--- src/rtl/dsp48a1_pkg.sv ---
// Shared definitions for the DSP48A1 slice model: operand-select encodings,
// OPMODE bit positions and datapath widths.
package dsp48a1_pkg;

  localparam int P_W = 48;
  localparam int M_W = 36;

  typedef enum logic [1:0] {
    X_ZERO = 2'b00,
    X_M    = 2'b01,
    X_P    = 2'b10,
    X_DAB  = 2'b11
  } x_sel_e;

  typedef enum logic [1:0] {
    Z_ZERO = 2'b00,
    Z_PCIN = 2'b01,
    Z_P    = 2'b10,
    Z_C    = 2'b11
  } z_sel_e;

  localparam int OP_X_LSB = 0;
  localparam int OP_Z_LSB = 2;
  localparam int OP_CIN   = 5;
  localparam int OP_SUB   = 7;

endpackage

--- src/rtl/dsp_pipe_reg.sv ---
// Optional pipeline stage: a clock-enabled register with async active-low
// reset, or a straight wire when EN_REG is 0.
module dsp_pipe_reg #(
  parameter int WIDTH  = 1,
  parameter bit EN_REG = 1'b1
) (
  input  logic             clk,
  input  logic             rst_n,
  input  logic             ce,
  input  logic [WIDTH-1:0] d,
  output logic [WIDTH-1:0] q
);

  logic [WIDTH-1:0] q_r;

  always_ff @(posedge clk or negedge rst_n) begin
    if (!rst_n)
      q_r <= '0;
    else if (ce)
      q_r <= d;
  end

  assign q = EN_REG ? q_r : d;

endmodule

--- src/rtl/dsp_post_accum.sv ---
// Post-adder/accumulator stage of a DSP48A1 slice: X/Z operand muxes, add or
// subtract with carry-in, optional P/OPMODE/carry-in pipeline registers.
module dsp_post_accum
  import dsp48a1_pkg::*;
#(
  parameter int WIDTH      = P_W,
  parameter int MWIDTH     = M_W,
  parameter int PREG       = 1,
  parameter int CARRYINREG = 1,
  parameter int OPMODEREG  = 1,
  parameter     CARRYINSEL = "OPMODE5"
) (
  input  logic              CLK,
  input  logic              RST_N,
  input  logic              CEP,
  input  logic              CECARRYIN,
  input  logic              CEOPMODE,
  input  logic [7:0]        OPMODE,
  input  logic [MWIDTH-1:0] M,
  input  logic [WIDTH-1:0]  C,
  input  logic [WIDTH-1:0]  D_A_B,
  input  logic [WIDTH-1:0]  PCIN,
  input  logic              CARRYIN,
  input  logic              VALID_IN,
  output logic [WIDTH-1:0]  P,
  output logic [WIDTH-1:0]  PCOUT,
  output logic              CARRYOUT,
  output logic              CARRYOUTF,
  output logic              VALID_OUT
);

  logic [7:0]       opmode_q;
  logic             cin_d;
  logic             cin_q;
  logic [WIDTH-1:0] p_q;
  logic             cout_q;
  logic             valid_q;
  logic [WIDTH-1:0] xv;
  logic [WIDTH-1:0] zv;
  logic [WIDTH-1:0] sum;
  logic [WIDTH:0]   add_full;
  logic             cout;
  x_sel_e           x_sel;
  z_sel_e           z_sel;
  logic             unused_ctrl_bits;

  dsp_pipe_reg #(.WIDTH(8), .EN_REG(OPMODEREG != 0)) u_opmode_reg (
    .clk   (CLK),
    .rst_n (RST_N),
    .ce    (CEOPMODE),
    .d     (OPMODE),
    .q     (opmode_q)
  );

  assign cin_d = (CARRYINSEL == "CARRYIN") ? CARRYIN : opmode_q[OP_CIN];

  dsp_pipe_reg #(.WIDTH(1), .EN_REG(CARRYINREG != 0)) u_cin_reg (
    .clk   (CLK),
    .rst_n (RST_N),
    .ce    (CECARRYIN),
    .d     (cin_d),
    .q     (cin_q)
  );

  assign x_sel = x_sel_e'(opmode_q[OP_X_LSB +: 2]);
  assign z_sel = z_sel_e'(opmode_q[OP_Z_LSB +: 2]);

  // Without PREG the P feedback would form a combinational loop, so it reads as 0.
  always_comb begin
    xv = '0;
    case (x_sel)
      X_M:     xv = {{(WIDTH-MWIDTH){1'b0}}, M};
      X_P:     xv = (PREG != 0) ? p_q : '0;
      X_DAB:   xv = D_A_B;
      default: xv = '0;
    endcase

    zv = '0;
    case (z_sel)
      Z_PCIN:  zv = PCIN;
      Z_P:     zv = (PREG != 0) ? p_q : '0;
      Z_C:     zv = C;
      default: zv = '0;
    endcase

    add_full = {1'b0, zv} + {1'b0, xv} + {{WIDTH{1'b0}}, cin_q};
    if (opmode_q[OP_SUB]) begin
      sum  = zv - xv - {{(WIDTH-1){1'b0}}, cin_q};
      cout = 1'b0;
    end else begin
      sum  = add_full[WIDTH-1:0];
      cout = add_full[WIDTH];
    end
  end

  dsp_pipe_reg #(.WIDTH(WIDTH + 2), .EN_REG(PREG != 0)) u_p_reg (
    .clk   (CLK),
    .rst_n (RST_N),
    .ce    (CEP),
    .d     ({VALID_IN, cout, sum}),
    .q     ({valid_q, cout_q, p_q})
  );

  assign P         = p_q;
  assign PCOUT     = p_q;
  assign CARRYOUT  = cout_q;
  assign CARRYOUTF = cout_q;
  assign VALID_OUT = valid_q;

  assign unused_ctrl_bits = ^{opmode_q[6], opmode_q[4], opmode_q[OP_CIN], CARRYIN};

  p_loop_illegal: assert property (@(posedge CLK) disable iff (!RST_N)
      (PREG != 0) || ((x_sel != X_P) && (z_sel != Z_P)))
    else $error("dsp_post_accum: P selected as operand while PREG=0");

endmodule

--- config.mk ---
export PLATFORM = sky130hd
export DESIGN_NAME = dsp_post_accum
export DESIGN_NICKNAME = d
export VERILOG_FILES = /design/src/rtl/dsp48a1_pkg.sv /design/src/rtl/dsp_pipe_reg.sv /design/src/rtl/dsp_post_accum.sv
export SDC_FILE = /design/constraint.sdc
export NUM_CORES = 1
export LEC_CHECK = 0
export BUFFER_PORTS_ARGS = -buffer_cell sky130_fd_sc_hd__buf_2
export CELL_PAD_IN_SITES_DETAIL_PLACEMENT = 1
export CELL_PAD_IN_SITES_GLOBAL_PLACEMENT = 2
export CORE_ASPECT_RATIO = 1.1
export CORE_MARGIN = 2
export CORE_UTILIZATION = 33
export DETAILED_ROUTE_END_ITERATION = 10
export GPL_TIMING_DRIVEN = 0
export PLACE_DENSITY = 0.88
export SLEW_MARGIN = 5
export SYNTH_ARGS = -nofsm -noshare
export SYNTH_HDL_FRONTEND = slang
export SYNTH_SLANG_ARGS = --single-unit
--- constraint.sdc ---
create_clock -name CLK -period 10.2 [get_ports CLK]
set_input_delay 1.53 -clock CLK [delete_from_list [all_inputs] [get_ports CLK]]
set_output_delay 1.53 -clock CLK [all_outputs]
set_load 0.005 [all_outputs]
==> run_results.csv, run 1 <==
group,metric,value,unit
outcome,status,"finished, final reports clean",
job,max_cap_violations,0,
synth,netlist_area,10700,um2
sta,setup_viol,0,
floorplanning,rows,69,
finish,final_nets,2045,
sta,finalWorstSetupSlack,3.89,ns
synth,yosys_register_bits,57,
power,p_leak,6.34,nW
drt,routedWlPerCell,22.4,um
placement,place.gp.congestion,0.920,
clock_network,clockBufferDepth,2,
synth,synth-edff-count,0,
floorplanning,die_h,193,um
power,powerDensity,287,nW/um2
floorplanning,fp.dieW,176,um
drt,vias,11700,
drt,totalWireLength,48000,um
sta,clock.fmax,159,MHz
clock_network,cts_num_sinks,57,
global_routing,grt_pass1_vias,12400,
synth,yosysTopAreaCell,"ha_1",
synth,synth_commonest_cells,"inv_1, ha_1, a21oi_1",
floorplanning,start_util,33.3,%
critical_path,cp.required,10.44,ns
finish,num-fill-cells,4130,
clock_network,postCtsResizedCells,0,
power,ir_drop,0.000101,V
critical_path,critical_path_class,"register to register",
critical_path,critPathLaunchType,"register",
sta,period_needed,6.31,ns
finish,multiInputGateArea,8150,um2
clock_network,worstSkewPairLatency,0.36,ns
sta,relSlewSlack,23.6,%
drt,ant_nets,0,
clock_network,h-tree-depth,3,
synth,yosys-top-cells-area,"ha_1, dfrtp_1, mux2_2, a21oi_1, a22o_1",
synth,synthCells,1409,
sta,finalCritPeriodShare,61.8,%
floorplanning,fp.dieArea,34000,um2
floorplanning,io-pin-count,294,
clock_network,cts_tree,"done",
synth,synth.net_count,1745,
critical_path,crit_fanout,10,
clock_network,cts-root-buf,"clkbuf_16",
global_routing,grt_first_pass_wirelength,72400,um
synth,synth-warning-count,0,
power,power,3.73,mW
clock_network,cts_made_buffers,9,
global_routing,grt.overflow.total,0,
placement,portBuffers,288,
sta,fin_skew,0.00842,ns
floorplanning,core_area,32200,um2
drt,drcViolationCount,0,
critical_path,arrival,6.55,ns
finish,ff_latch_area,1430,um2
placement,place_hpwl,39400,um
finish,syn_to_final_growth,21.2,%
synth,synth_ff_type,"dfrtp_1",
drt,via_per_inst,5.46,
clock_network,postCtsHoldBufs,0,
sta,final_max_slew_viol_count,0,
worst_hold_path,hold_class,"register to register",
sta,rsz0062_at_grt,"false",
finish,drive_above_1_share,26.4,%
clock_network,post_cts_buffers,0,
drt,dr.first_iter.drc_count,621,
synth,syn_area_per_cell,7.62,um2
synth,yosysMostFrequentCell,"inv_1",
sta,final_hold_viol_count,0,
global_routing,grt_max_degree,39,
critical_path,endpoint_kind,"register",
synth,synthArstFlopShare,100,%
synth,synth.distinct_cells,67,
drt,dr.pass1.iters,5,
global_routing,antenna_found_initial,2,
global_routing,track_usage,27.9,%
placement,dp_slack,3.91,ns
sta,worst_slew_pin_slew,1.15,ns
synth,synth_top_area_share,16.0,%
sta,finalSetupTns,0,ns
clock_network,clkTransAtPathRegs,0.07,ns
synth,seq_area_frac_synth,13.3,%
cell type report:
class                   count  share of cell area, %
multi-input cells        1094                   62.6
repair buffers            289                   11.3
flip-flops and latches     57                   11.0
plain buffers             120                   4.93
well taps                 426                   4.10
inverters                 138                   3.98
clock buffers               9                   1.73
clock inverters             7                  0.356
diodes                      1                 0.0192
sequential cells by signal, indices dropped and copies added, names as in the netlist:
register	count
u_cin_reg.q	1
u_p_reg.q	50
u_opmode_reg.q	6
kinds of logic after synthesis:
family	share of synthesized area (%)
simple gates	13.0
fa+ha+maj	16.7
xor+xnor	7.02
mux	10.5
buf+inv	10.8
flops	13.3
compound gates	28.7
critical path: stages, from the launching register on:
cell and delay, ns:
dfrtp_1 0.34, clkbuf_1 0.50, clkbuf_1 0.86, clkbuf_1 0.57, o21ai_0 0.29, a22o_1 0.26, ha_1 0.36, o21ai_0 0.15
nor2_1 0.18, o2111ai_1 0.29, a21oi_1 0.49, o31ai_2 0.21, o41ai_2 0.52, a21boi_1 0.21, o21ai_1 0.34, a211o_1 0.25
xnor2_1 0.08, o311ai_1 0.27
layout by cell type, fill, tap and decap left out, types with 16 or more instances in the layout:
cell type / instances
buf_2: 287
inv_1: 138
ha_1: 137
a21oi_1: 135
nor2_1: 100
nand2_1: 94
mux2_2: 85
o21ai_0: 76
clkbuf_1: 65
a22o_1: 63
xnor2_1: 61
dfrtp_1: 57
buf_4: 50
nor2b_1: 31
a21o_1: 30
xor2_1: 25
nand3_1: 23
a22oi_1: 22
o21bai_1: 22
nor3_1: 18
mux2i_1: 16
metrics by stage:
| step | utilization, % | cells | hold slack [ns] | instance area [um2] |
|---|---|---|---|---|
| 6_report | 40.4 | 2141 | 0.510 | 13000 |
| 5_1_grt | 40.4 | 2141 | 0.543 | 13000 |
| 3_5_place_dp | 39.6 | 2124 | 0.496 | 12700 |
| 3_3_place_gp | 39.5 | 2123 | 0.486 | 12700 |
| 2_1_floorplan | - | 1409 | 0.475 | 10700 |
| 4_1_cts | 40.4 | 2140 | 0.514 | 13000 |
routing by layer:
metal	vias to the layer above	part of all wire, %	GRT usage [%]
met2	295	51	50.5
met4	0	3.5	11.0
li1	5566	-	-
met5	-	0	0
met3	69	4.2	2.96
met1	5767	42	33.9
power breakdown:
part / internal (mW) / leakage [nW] / switching [mW]
sequential: 0.324 / 0.666 / 0.175
combinational: 1.25 / 5.54 / 1.67
clock: 0.164 / 0.128 / 0.143
worst paths after layout:
path | from | to | slack [ns] | cells after the start
setup / recovery | u_opmode_reg.q[0] | u_p_reg.q[44] | 3.89 | 17
hold / removal | u_p_reg.q[49] | u_p_reg.q[49] | 0.51 | 1
setup reg to reg | u_opmode_reg.q[0] | u_p_reg.q[44] | 3.89 | 17
hold reg to reg | u_p_reg.q[49] | u_p_reg.q[49] | 0.51 | 1
max in group asynchronous | RST_N | u_p_reg.q[35] | 8.56 | 2
min in group asynchronous | RST_N | u_p_reg.q[20] | 1.08 | 1
Note: power is estimated with default switching activity, not from simulation.
==> run 2, diff against run 1 <==
--- a/config.mk
+++ b/config.mk
@@ -10,10 +10,10 @@
 export CELL_PAD_IN_SITES_GLOBAL_PLACEMENT = 2
 export CORE_ASPECT_RATIO = 1.1
 export CORE_MARGIN = 2
-export CORE_UTILIZATION = 33
+export CORE_UTILIZATION = 28
 export DETAILED_ROUTE_END_ITERATION = 10
 export GPL_TIMING_DRIVEN = 0
-export PLACE_DENSITY = 0.88
+export PLACE_DENSITY = 0.79
 export SLEW_MARGIN = 5
 export SYNTH_ARGS = -nofsm -noshare
 export SYNTH_HDL_FRONTEND = slang
==> constraint.sdc (replaced) <==
create_clock -name CLK -period 5.2 [get_ports CLK]
set_input_delay 0.78 -clock CLK [delete_from_list [all_inputs] [get_ports CLK]]
set_output_delay 0.78 -clock CLK [all_outputs]
set_load 0.005 [all_outputs]
==> run 2 against run 1 <==
Against the previous run: sequential share of layout area fell by 0.22 points; power rose by 100%; sequential power up 100%; first-iteration DRC count is 16% lower; clock power rose by 130%; cell area grew 2.1%; routed wire length is 4.8% higher; cell count is 3.3% higher; critical path type unchanged; critical endpoint is now u_p_reg.q[48].
==> run_results.csv, run 2 (synthesis gave the netlist of run 1 again) <==
group,metric,value,unit
critical_path,crit_end,"u_p_reg.q[48]",
critical_path,cp.required,5.44,ns
floorplanning,fp.dieW,191,um
critical_path,critical_path_class,"register to register",
worst_hold_path,hold_class,"primary input to asynchronous set/reset pin",
sta,rsz0062_at_grt,"false",
critical_path,critPathLaunchType,"register",
sta,setup_viol,0,
global_routing,grt_max_degree,41,
global_routing,antenna_found_initial,1,
clock_network,cts_num_sinks,57,
power,ir_drop,0.000182,V
drt,vias,11700,
placement,portBuffers,288,
sta,period_needed,4.99,ns
critical_path,worstRegToRegCells,18,
sta,final_hold_viol_count,0,
clock_network,worstSkewPairLatency,0.37,ns
critical_path,worst_r2r_endpoint,"u_p_reg.q[48]",
sta,worst_slew_pin_slew,0.993,ns
drt,drcViolationCount,0,
clock_network,postCtsHoldBufs,0,
job,max_cap_violations,0,
finish,largest_reg_flops,50,
drt,routedWlPerCell,22.7,um
floorplanning,start_util,28.2,%
power,powerDensity,567,nW/um2
sta,fin_skew,0.0101,ns
sta,hold_slack,0.315,ns
drt,dr.first_iter.drc_count,519,
global_routing,track_usage,24.8,%
clock_network,h-tree-depth,3,
critical_path,r2r-start,"u_opmode_reg.q[3]",
floorplanning,die_h,209,um
finish,final_nets,2041,
sta,finalCritPeriodShare,95.9,%
drt,ant_nets,0,
global_routing,grt_pass1_vias,12400,
finish,drive_above_1_share,28.3,%
floorplanning,core_area,38000,um2
critical_path,endpoint_kind,"register",
floorplanning,rows,75,
drt,via_per_inst,5.27,
clock_network,cts-root-buf,"clkbuf_16",
finish,final_area,13300,um2
drt,totalWireLength,50300,um
clock_network,clockBufferDepth,2,
clock_network,cts_tree,"done",
floorplanning,io-pin-count,294,
floorplanning,fp.dieArea,39900,um2
placement,place_hpwl,40800,um
sta,clock.fmax,200,MHz
sta,relSlewSlack,33.8,%
global_routing,grt_first_pass_wirelength,75200,um
clock_network,clkTransAtPathRegs,0.07,ns
finish,final_common_cell,"buf_2",
placement,dpl_cell_area,12800,um2
placement,place.gp.congestion,0.909,
global_routing,grt.overflow.total,0,
drt,dr.pass1.iters,4,
critical_path,reg2reg_slack,0.21,ns
outcome,status,"finished, final reports clean",
power,p_leak,6.46,nW
critical_path,crit_fanout,10,
critical_path,crit_path_start,"u_opmode_reg.q[3]",
critical_path,arrival,5.23,ns
finish,num-fill-cells,4759,
clock_network,cts_made_buffers,9,
finish,syn_to_final_growth,23.7,%
finish,layout_common_cells,"buf_2, inv_1, ha_1, a21oi_1, nor2_1",
sta,final_max_slew_viol_count,0,
==> run 2: cell types whose count changed in the layout (fill, tap and decap cells not counted), sizes merged <==
cell / delta
clkinvlp: -3
clkdlybuf4s15: +1
clkbuf: -6
bufinv: +2
clkinv: -2
buf: +5
inv: -1
==> run 2: repair_timing <==
item                                    CTS  global route
endpoints found under the setup margin   33            17
cloned                                    0             0
setup buffers                             0             1
hold endpoints to repair                  0             0
pin swaps                                 0             2
resized for setup                        34            38
==> run 2: layout make-up <==
class | instances | area [um2] | share of cell area (%)
Multi-Input combinational cell | 1094 | 8230 | 61.9
Timing Repair Buffer | 290 | 1480 | 11.1
Sequential cell | 57 | 1430 | 10.7
Buffer | 115 | 699 | 5.27
Tap cell | 500 | 626 | 4.71
Inverter | 138 | 518 | 3.90
Clock buffer | 13 | 240 | 1.81
Clock inverter | 3 | 65.1 | 0.490
Antenna cell | 1 | 2.50 | 0.0188
==> run 2: metrics by stage <==
step	setup slack, ns	util [%]	std cells	total power [mW]	setup TNS (ns)
floorplan	0.712	-	1409	4.88	0
global placement	-0.987	33.7	2197	6.63	-17.06
detailed placement	-1.13	33.8	2198	6.71	-19.18
CTS	0.000733	34.8	2214	7.47	0
global route	0.00276	35.0	2211	8.17	0
finish	0.211	35.0	2211	7.53	0
==> run 2: how the worst min path moves through the flow <==
stage,endpoint,slack (ns)
after detailed placement,u_p_reg.q[49],0.49
final,u_p_reg.q[20],0.31
after floorplan,u_opmode_reg.q[5],0.47
after global routing,u_p_reg.q[20],0.34
after CTS,u_p_reg.q[35],0.33
after global placement,u_cin_reg.q,0.49
==> run 2: per-layer routing <==
metal  wire length (um)  track usage, %  vias to the layer above  part of all wire [%]
met1              21700            30.9                     5770                    43
li1                   -               -                     5555                     -
met3               1560            2.04                       76                   3.1
met5                  0               0                        -                     0
met4               2010            10.1                        0                   4.0
met2              25000            43.8                      256                    50
==> run 2: worst max-delay path, cell delays in order, from the launching register on <==
cell and delay (ns):
dfrtp_1 0.35, buf_6 0.13, clkbuf_8 0.25, mux2_2 0.38, a22oi_1 0.22, inv_1 0.10
fa_1 0.45, fa_2 0.41, a211oi_2 0.25, o21ai_2 0.16, o2111ai_4 0.28, a21oi_2 0.16
o31ai_4 0.36, o41ai_4 0.14, a21boi_2 0.23, o21ai_1 0.16, a211o_1 0.37, a311oi_1 0.34
o2bb2ai_1 0.09
==> run 2: where the power goes <==
group | internal [mW] | leakage, nW | total [mW] | switching, mW
clock network | 0.421 | 0.148 | 0.696 | 0.276
logic | 2.49 | 5.65 | 5.83 | 3.34
registers | 0.636 | 0.666 | 1.00 | 0.364
total | 3.55 | 6.46 | 7.53 | 3.98
==> run 3, diff against run 2 <==
--- a/config.mk
+++ b/config.mk
@@ -14,6 +14,7 @@
 export DETAILED_ROUTE_END_ITERATION = 10
 export GPL_TIMING_DRIVEN = 0
 export PLACE_DENSITY = 0.79
+export RECOVER_POWER = 50
 export SLEW_MARGIN = 5
 export SYNTH_ARGS = -nofsm -noshare
 export SYNTH_HDL_FRONTEND = slang
==> run 3 against run 2 <==
Against the previous run: the flow now finishes with violations (max-capacitance violations, max-slew violations); global-route usage unchanged; core utilization decreased by 0.11 points; die area unchanged; first-iteration DRC count decreased by 3.5%; worst hold slack improved by 0.19 ns; sequential share of layout area about the same; sequential cell count unchanged; power about the same; count of clock-buffer cells in the layout unchanged; cell count unchanged; critical path type unchanged.
==> run_results.csv, run 3 (synthesis gave the netlist of run 1 again) <==
group,metric,value,unit
placement,place.gp.congestion,0.909,
sta,finalCritPeriodShare,95.8,%
critical_path,cpPeakStageDelay,0.45,ns
clock_network,postCtsHoldBufs,0,
power,pwr-share-seq,13.4,%
power,powerDensity,568,nW/um2
job,max_cap_violations,1,
sta,finalSetupTns,0,ns
sta,period_needed,4.98,ns
outcome,status,"finished, violations left",
critical_path,crit_family,"compound AO/OA/AOI/OAI gates",
clock_network,cts_num_sinks,57,
critical_path,critical-path-slowest-cell,"fa_1",
finish,layout_common_cells,"buf_2, inv_1, ha_1, a21oi_1, nor2_1",
global_routing,grt.overflow.total,0,
clock_network,clockBufferDepth,2,
drt,vias,11700,
global_routing,grt_first_pass_wirelength,75200,um
power,power_report.internal_total,3.53,mW
floorplanning,start_util,28.2,%
critical_path,crit_fanout,10,
global_routing,grt_max_degree,41,
drt,totalWireLength,50200,um
power,ir_drop,0.000183,V
finish,drive_above_1_share,27.5,%
clock_network,h-tree-depth,3,
sta,relSlewSlack,-80.1,%
clock_network,clkTransAtPathRegs,0.06,ns
critical_path,crit_buf_inv,3,
critical_path,endpoint_kind,"register",
global_routing,track_usage,24.8,%
finish,largest_reg_flops,50,
power,pwr-share-comb,77.4,%
drt,via_per_inst,5.28,
critical_path,critPathLaunchType,"register",
placement,dp_slack,-1.13,ns
floorplanning,io-pin-count,294,
floorplanning,die_h,209,um
sta,setup_viol,0,
power,p_leak,6.42,nW
floorplanning,fp.dieArea,39900,um2
worst_hold_path,hold_class,"register to register",
power,power,7.52,mW
clock_network,cts_made_buffers,9,
global_routing,antenna_found_initial,1,
drt,drcViolationCount,0,
finish,syn_to_final_growth,23.3,%
clock_network,cts-root-buf,"clkbuf_16",
placement,place_hpwl,40800,um
floorplanning,fp.dieW,191,um
floorplanning,core_area,38000,um2
drt,ant_nets,0,
critical_path,crit_chain,"buf_6 -> clkbuf_8 -> mux2_2 -> a22oi_1 -> inv_1 -> fa_1 -> fa_2 -> a211oi_2 -> o21ai_2 -> o2111ai_4 -> a21oi_2 -> o31ai_4 -> o41ai_4 -> a21boi_2 -> o21ai_1 -> a211o_1 -> a311oi_1 -> o2bb2ai_1",
sta,final_max_slew_viol_count,41,
critical_path,critical_path_class,"register to register",
sta,finalWorstSetupSlack,0.220,ns
sta,clock.fmax,201,MHz
clock_network,cts_tree,"done",
sta,final_hold_viol_count,0,
power,power.switching,3.99,mW
sta,fin_skew,0.0114,ns
floorplanning,rows,75,
sta,rsz0062_at_grt,"false",
power,swShare,53.0,%
placement,dpl.cell_count,2198,
sta,worst_slew_pin_slew,2.70,ns
power,clock_power_share,9.3,%
finish,final_common_cell,"buf_2",
critical_path,arrival,5.22,ns
drt,dr.pass1.iters,5,
outcome,violations,"max-capacitance violations, max-slew violations",
finish,fin_cells,2211,
global_routing,grt_pass1_vias,12400,
drt,dr.first_iter.drc_count,501,
clock_network,worstSkewPairLatency,0.37,ns
placement,portBuffers,288,
finish,final_nets,2041,
finish,num-fill-cells,4768,
drt,routedWlPerCell,22.7,um
critical_path,cp.required,5.44,ns
-- run 3: cell types whose count changed in the layout (fill, tap and decap cells not counted) --
| cell | previous run | this run |
|---|---|---|
| buf_1 | 1 | 3 |
| buf_16 | 1 | 0 |
| buf_4 | 54 | 53 |
| buf_2 | 290 | 278 |
| clkbuf_1 | 45 | 57 |
-- run 3: per-stage QoR --
step / instance area [um2] / util [%] / hold slack (ns)
detailed placement: 12800 / 33.8 / 0.495
global route: 13200 / 34.8 / 0.535
finish: 13200 / 34.8 / 0.507
CTS: 13200 / 34.8 / 0.326
global placement: 12800 / 33.7 / 0.486
floorplan: 10700 / - / 0.475
-- run 3: path summary, 6_finish.rpt --
path / startpoint / cells past startpoint / to / slack, ns
max reg2reg: u_opmode_reg.q[3] / 18 / u_p_reg.q[48] / 0.22
min reg2reg: u_p_reg.q[49] / 1 / u_p_reg.q[49] / 0.51
min in group asynchronous: RST_N / 1 / u_p_reg.q[20] / 0.69
min: u_p_reg.q[49] / 1 / u_p_reg.q[49] / 0.51
max in group asynchronous: RST_N / 2 / u_p_reg.q[2] / 1.35
max: u_opmode_reg.q[3] / 18 / u_p_reg.q[48] / 0.22
-- run 3: final cells by class --
cell class                      instances  area [um2]  share of cell area [%]
Antenna cell                            1        2.50                  0.0189
Buffer                                115         699                    5.28
Clock buffer                           13         240                    1.81
Clock inverter                          3        65.1                   0.491
Inverter                              138         518                    3.91
Multi-Input combinational cell       1094        8230                    62.1
Sequential cell                        57        1430                    10.8
Tap cell                              500         626                    4.72
Timing Repair Buffer                  290        1440                    10.8
-- run 3: layer usage --
layer | global-route usage [%] | up-vias | part of all wire [%]
met4 | 10.1 | 0 | 4.0
met2 | 43.8 | 268 | 50
li1 | - | 5549 | -
met3 | 2.04 | 75 | 3.2
met5 | 0 | - | 0
met1 | 30.9 | 5788 | 43
-- run 3: timing repair --
action / in CTS / in global routing
setup buffers: 0 / 1
endpoints found under the hold margin: 0 / 0
pin swaps: 0 / 2
gates cloned: 0 / 0
setup endpoints to repair: 33 / 17
resized for setup: 34 / 38
-- run 3: power by group through the flow --
stage	Clock, mW	Combinational [mW]	Sequential, mW
2_1_floorplan	0	4.03	0.854
3_5_place_dp	0	5.71	1.01
3_3_place_gp	0	5.63	0.999
6_report	0.697	5.82	1.00
5_1_grt	0.707	6.42	1.03
4_1_cts	0.694	5.77	1.00
